--- config.mk ---
export PLATFORM = sky130hd
export DESIGN_NAME = dk_sfx_sequencer
export DESIGN_NICKNAME = d
export VERILOG_FILES = /design/src/rtl/dk_sfx_pkg.sv /design/src/rtl/dk_sfx_channel.sv /design/src/rtl/dk_sfx_sequencer.sv
export SDC_FILE = /design/constraint.sdc
export NUM_CORES = 1
export LEC_CHECK = 0
export ABC_AREA = 1
export CAP_MARGIN = 20
export CELL_PAD_IN_SITES_DETAIL_PLACEMENT = 2
export CELL_PAD_IN_SITES_GLOBAL_PLACEMENT = 2
export CORE_ASPECT_RATIO = 0.5
export CORE_UTILIZATION = 40
export CTS_BUF_LIST = sky130_fd_sc_hd__clkbuf_2
export CTS_CLUSTER_DIAMETER = 30
export DETAILED_ROUTE_END_ITERATION = 12
export PLACE_DENSITY_LB_ADDON = 0.1
export REMOVE_ABC_BUFFERS = 1
export SYNTH_ARGS = -nofsm -noshare
export SYNTH_HDL_FRONTEND = slang
export SYNTH_SLANG_ARGS = --single-unit
--- constraint.sdc ---
create_clock -name clk -period 4.3 [get_ports clk]
set_input_delay 0.86 -clock clk [delete_from_list [all_inputs] [get_ports clk]]
set_output_delay 0.86 -clock clk [all_outputs]
set_load 0.005 [all_outputs]
--- src/rtl/dk_sfx_pkg.sv ---
// Shared types and helpers for the discrete sound-effect sequencer.
// Channel state encoding, counter width and load-value clamping live here.
package dk_sfx_pkg;

  localparam int CNT_W   = 16;
  localparam int CNT_MAX = (1 << CNT_W) - 1;

  typedef enum logic [1:0] {
    ST_IDLE    = 2'd0,
    ST_ACTIVE  = 2'd1,
    ST_HOLD    = 2'd2,
    ST_RELEASE = 2'd3
  } sfx_state_t;

  // Keeps sample counts in 1..CNT_MAX so a zero or oversized parameter still gives a sane load.
  function automatic logic [CNT_W-1:0] clamp_samples(input int n);
    if (n < 1)
      return CNT_W'(1);
    else if (n > CNT_MAX)
      return CNT_W'(CNT_MAX);
    else
      return CNT_W'(n);
  endfunction

endpackage

--- src/rtl/dk_sfx_channel.sv ---
// One effect channel: IDLE/ACTIVE/HOLD/RELEASE FSM with a saturating 16-bit down-counter.
// Everything advances only on the audio sample strobe.
module dk_sfx_channel
  import dk_sfx_pkg::*;
#(
  parameter int HOLD_SAMPLES    = 2400,
  parameter int RELEASE_SAMPLES = 96
) (
  input  logic       clk,
  input  logic       I_RSTn,
  input  logic       audio_clk_en,
  input  logic       req,
  input  logic       grant,
  input  logic       preempt_kill,
  output logic [1:0] state,
  output logic       en
);

  localparam logic [CNT_W-1:0] HOLD_LD = clamp_samples(HOLD_SAMPLES);
  localparam logic [CNT_W-1:0] REL_LD  = clamp_samples(RELEASE_SAMPLES);

  sfx_state_t       st;
  logic [CNT_W-1:0] cnt;
  logic [CNT_W-1:0] cnt_dec;

  assign cnt_dec = (cnt == '0) ? '0 : cnt - 1'b1;
  assign state   = st;

  // NOTE: state registers use non-blocking assignments so every flop samples pre-edge values.
  always_ff @(posedge clk or negedge I_RSTn) begin
    if (!I_RSTn) begin
      st  <= ST_IDLE;
      cnt <= '0;
      en  <= 1'b0;
    end else if (audio_clk_en) begin
      case (st)
        ST_IDLE: begin
          if (grant) begin
            st  <= ST_ACTIVE;
            cnt <= HOLD_LD;
            en  <= 1'b1;
          end
        end
        ST_ACTIVE: begin
          if (preempt_kill || (!req && cnt == '0)) begin
            st  <= ST_RELEASE;
            cnt <= REL_LD;
            en  <= 1'b0;
          end else begin
            cnt <= cnt_dec;
            if (!req) st <= ST_HOLD;
          end
        end
        ST_HOLD: begin
          // A preempted hold is abandoned outright; re-arming keeps the running count.
          if (preempt_kill || (!req && cnt <= CNT_W'(1))) begin
            st  <= ST_RELEASE;
            cnt <= REL_LD;
            en  <= 1'b0;
          end else begin
            cnt <= cnt_dec;
            if (req) st <= ST_ACTIVE;
          end
        end
        ST_RELEASE: begin
          if (cnt <= CNT_W'(1)) begin
            st  <= ST_IDLE;
            cnt <= '0;
          end else begin
            cnt <= cnt_dec;
          end
        end
        default: begin
          st  <= ST_IDLE;
          cnt <= '0;
          en  <= 1'b0;
        end
      endcase
    end
  end

endmodule

--- src/rtl/dk_sfx_sequencer.sv ---
// CPU sound-port latch plus fixed-priority slot arbiter feeding NUM_CH effect channels.
// At most one grant per sample; a lower-index request may evict the highest-index occupant.
module dk_sfx_sequencer
  import dk_sfx_pkg::*;
#(
  parameter int NUM_CH          = 4,
  parameter int MAX_ACTIVE      = 2,
  parameter int HOLD_SAMPLES    = 2400,
  parameter int RELEASE_SAMPLES = 96
) (
  input  logic                         clk,
  input  logic                         I_RSTn,
  input  logic                         audio_clk_en,
  input  logic                         cpu_wr,
  input  logic [NUM_CH-1:0]            cpu_data,
  output logic [NUM_CH-1:0]            sfx_en,
  output logic [$clog2(NUM_CH+1)-1:0]  active_count,
  output logic                         preempt
);

  localparam int CW = $clog2(NUM_CH+1);

  logic [NUM_CH-1:0]      req;
  logic [NUM_CH-1:0]      occ;
  logic [NUM_CH-1:0]      cand;
  logic [NUM_CH-1:0]      grant;
  logic [NUM_CH-1:0]      kill;
  logic [NUM_CH-1:0][1:0] ch_state;
  logic [CW-1:0]          occ_cnt;
  logic [CW-1:0]          en_cnt;
  logic                   preempt_nxt;
  int                     cand_idx;
  int                     occ_top;
  logic                   have_cand;

  always_ff @(posedge clk or negedge I_RSTn) begin
    if (!I_RSTn)     req <= '0;
    else if (cpu_wr) req <= cpu_data;
  end

  // NOTE: every always_comb output gets a default first so no path can infer a latch.
  always_comb begin
    occ         = '0;
    cand        = '0;
    grant       = '0;
    kill        = '0;
    occ_cnt     = '0;
    en_cnt      = '0;
    preempt_nxt = 1'b0;
    cand_idx    = 0;
    occ_top     = 0;
    have_cand   = 1'b0;
    for (int i = 0; i < NUM_CH; i++) begin
      occ[i]  = (sfx_state_t'(ch_state[i]) == ST_ACTIVE) || (sfx_state_t'(ch_state[i]) == ST_HOLD);
      cand[i] = (sfx_state_t'(ch_state[i]) == ST_IDLE) && req[i];
      occ_cnt = occ_cnt + CW'(occ[i]);
      en_cnt  = en_cnt + CW'(sfx_en[i]);
      if (occ[i]) occ_top = i;
    end
    for (int i = NUM_CH - 1; i >= 0; i--) begin
      if (cand[i]) begin
        cand_idx  = i;
        have_cand = 1'b1;
      end
    end
    if (have_cand) begin
      if (int'(occ_cnt) < MAX_ACTIVE) begin
        grant[cand_idx] = 1'b1;
      end else if (occ_top > cand_idx) begin
        grant[cand_idx] = 1'b1;
        kill[occ_top]   = 1'b1;
        preempt_nxt     = 1'b1;
      end
    end
  end

  // Count comes straight from the channel enable flops, so it can never disagree with sfx_en.
  assign active_count = en_cnt;

  always_ff @(posedge clk or negedge I_RSTn) begin
    if (!I_RSTn) preempt <= 1'b0;
    else         preempt <= audio_clk_en & preempt_nxt;
  end

  for (genvar g = 0; g < NUM_CH; g++) begin : g_ch
    dk_sfx_channel #(
      .HOLD_SAMPLES   (HOLD_SAMPLES),
      .RELEASE_SAMPLES(RELEASE_SAMPLES)
    ) u_ch (
      .clk         (clk),
      .I_RSTn      (I_RSTn),
      .audio_clk_en(audio_clk_en),
      .req         (req[g]),
      .grant       (grant[g]),
      .preempt_kill(kill[g]),
      .state       (ch_state[g]),
      .en          (sfx_en[g])
    );
  end

endmodule

==> flow_summary.ini <==
[grt]
grt_pass1_wl_um = 34600
grt_max_degree = 60
gr-total-overflow = 0
antenna_found_initial = 0
grt_usage = 0.269
first_global_vias = 6887

[placed_design]
dp_slack_ns = 0.960
dp_hpwl_um = 15100
port_buffers = 15
place.gp.congestion = 0.839
dp.cells = 1122
placed_area_um2 = 6550

[detailed_routing]
routed_via_density = 5.40
wirelength_um = 20400
wl_per_cell_um = 17.9
drt-pass1-iter-count = 8
detail-route-antenna-nets = 0
first_iter_violations = 245
drc = 2
vias = 6144

[worst_setup_path]
worstSetupPathType = reg -> out
r2r-end = g_ch[0].u_ch.cnt[0]
crit_path_end_kind = output pin
cp-start-kind = flop
rrSetupSlack_ns = 0.91
rr_startpoint = g_ch[2].u_ch.state[0]
reg2reg_depth = 16
cp.arrival_ns = 2.74
required_ns = 3.44
cp_max_fo = 3

[floorplan]
die_w_um = 179
start_util = 0.422
dieHeight_um = 90.6
fp-row-count = 31
coreArea_um2 = 14900
num_io_pins = 16
die_area_um2 = 16200

[cts]
clk_pin_slew_worst_paths_ns = 0.26
numCtsBuffers = 9
cts_setup_buffers = 0
clock_latency_ns = 0.61
cts_num_sinks = 81
clk_path_buf_depth = 2
cts_root_buf = clkbuf_2
holdBufCountCts = 0
htreeDepth = 3
cts_tree = yes
cts-resized-gates = 0

[timing]
finalHoldViolCount = 0
timing.fmax_ghz = 0.278
tns_ns = 0
setup_slack_ns = 0.701
worst_pin_slew_ns = 0.840
slew_violations = 0
finalClockSkew_ns = 0.0353
rsz0062_at_grt = no
setup_viol = 0
relSlewSlack = 0.435
period_share = 0.837
min_period_ns = 3.60

[cells_and_area]
num_antenna_cells = 0
fillers = 1798
drive_gt1_frac = 0.0755
design_area_um2 = 6680
areaGrowthSynthToFinish_pct = 6.25
nets = 973
final_cells = 1138

[synthesis]
yosysTopAreaCellShare = 0.323
synth-seq-cells = 81
yosysTopAreaCell = dfrtp_1
syn_area_per_cell_um2 = 6.78
synthDistinctLibCells = 38
synthArstFlopShare = 1.00
synthFlopType = dfrtp_1
synthCells = 927
ys_warn_count = 0
synth_area_leaders = dfrtp_1 (32%), nand2_1 (15%), nand3_1 (7.6%), nor2_1 (7.3%), inv_1 (6.6%)
synth_edf_count = 0
ys_seq_area_frac = 0.323
synthesis.area_um2 = 6280

[run_status]
violations = DRC
status = finished, violations left

[flow_run]
drv_cap = 0

[power_and_ir_drop]
powerDensity_nw_per_um2 = 801
leakagePower_nw = 3.48
ir_worst_vdd_mv = 0.240

[min_path]
worstHoldPathType = in -> async
critical path, stage by stage (launching register included):
cell and delay [ns]:
dfrtp_1 0.45, inv_1 0.09, fa_1 0.56, inv_1 0.06
ha_1 0.19, ha_1 0.28, clkdlybuf4s50_1 0.50
layout make-up:
class	count	area [um2]	share of cell area
tap	198	248	0.0371
timing repair buffer	18	165	0.0247
clock inverter	4	67.6	0.0101
inverter	117	439	0.0658
multi-input combinational	708	3670	0.550
sequential	81	2030	0.304
clock buffer	12	60.1	0.00899
flip-flops by register name (all words and copies together), names as in the netlist:
| name | flops |
|---|---|
| g_ch.u_ch.cnt | 64 |
| g_ch.u_ch.state | 8 |
| g_ch.u_ch.en | 4 |
| req | 4 |
| preempt | 1 |
power by group:
part | internal [mW] | switching, mW
clock network | 0.196 | 0.295
registers | 1.02 | 0.347
logic | 1.11 | 2.38
cell usage in the layout, fill, tap and decap left out, types with 2 or more instances in the layout:
cell / n
nand2_1: 259
nand2_4: 3
o211ai_1: 3
nand3_1: 96
nor2_1: 123
nor2_4: 2
a21oi_4: 2
a21boi_0: 3
buf_4: 4
xor2_1: 21
nand4_1: 44
a21oi_2: 2
o21ai_1: 2
nand4_2: 2
inv_1: 110
nand3_2: 13
nor3_2: 2
nor2_2: 4
or2_1: 2
bufinv_16: 2
o21ai_0: 16
inv_2: 6
a21oi_1: 39
clkdlybuf4s50_1: 13
fa_1: 2
dfrtp_1: 81
nor3_1: 12
xnor2_1: 7
clkbuf_2: 12
nand2_2: 13
ha_1: 28
clkinv_1: 3
or2_2: 2
nor4_1: 2
metal layers:
metal,vias to the layer above,global-route usage,share of wire,wire (um)
met5,-,0,0,0
met4,0,0.0525,0.0088,180
met3,17,0.0476,0.019,390
met2,49,0.472,0.50,10100
met1,3078,0.343,0.48,9690
li1,3000,-,-,-
cells in the mapped netlist (4+ instances only):
cell type / number
xnor2_1: 7
dfrtp_1: 81
nor2_1: 123
buf_4: 10
clkbuf_1: 6
buf_6: 4
inv_2: 6
nand4_1: 44
nand2_1: 259
inv_1: 110
nor3_1: 12
ha_1: 28
a21oi_1: 39
nand3_2: 13
xor2_1: 21
nor2_2: 4
o21ai_0: 16
nand2_2: 13
nand3_1: 96
logic make-up after synthesis:
logic type / share of synthesized area
adder cells (fa/ha/maj): 0.0621
flip-flops: 0.323
AND/OR/NAND/NOR: 0.421
AO/OA/AOI/OAI: 0.0619
XOR/XNOR: 0.0390
buffers and inverters: 0.0934
metrics by stage:
stage	hold slack (ns)	power [mW]	util
finish	0.319	5.35	0.448
detailed placement	0.466	4.82	0.440
floorplan	0.449	3.73	-
global route	0.335	5.86	0.448
global placement	0.463	4.53	0.440
CTS	0.315	5.40	0.448
how the worst max path moves through the flow:
stage,to,depth (start not counted),start,slack (ns)
2_1_floorplan,g_ch[0].u_ch.cnt[14],15,g_ch[2].u_ch.state[0],1.63
3_3_place_gp,g_ch[0].u_ch.cnt[0],16,g_ch[2].u_ch.state[0],1.29
3_5_place_dp,g_ch[0].u_ch.cnt[11],16,g_ch[2].u_ch.state[0],0.96
4_1_cts,active_count[1],6,g_ch[0].u_ch.en,0.63
5_1_grt,g_ch[0].u_ch.cnt[11],16,g_ch[2].u_ch.state[0],0.58
6_report,active_count[1],6,g_ch[0].u_ch.en,0.70
Power figures use the tool's default switching activity.
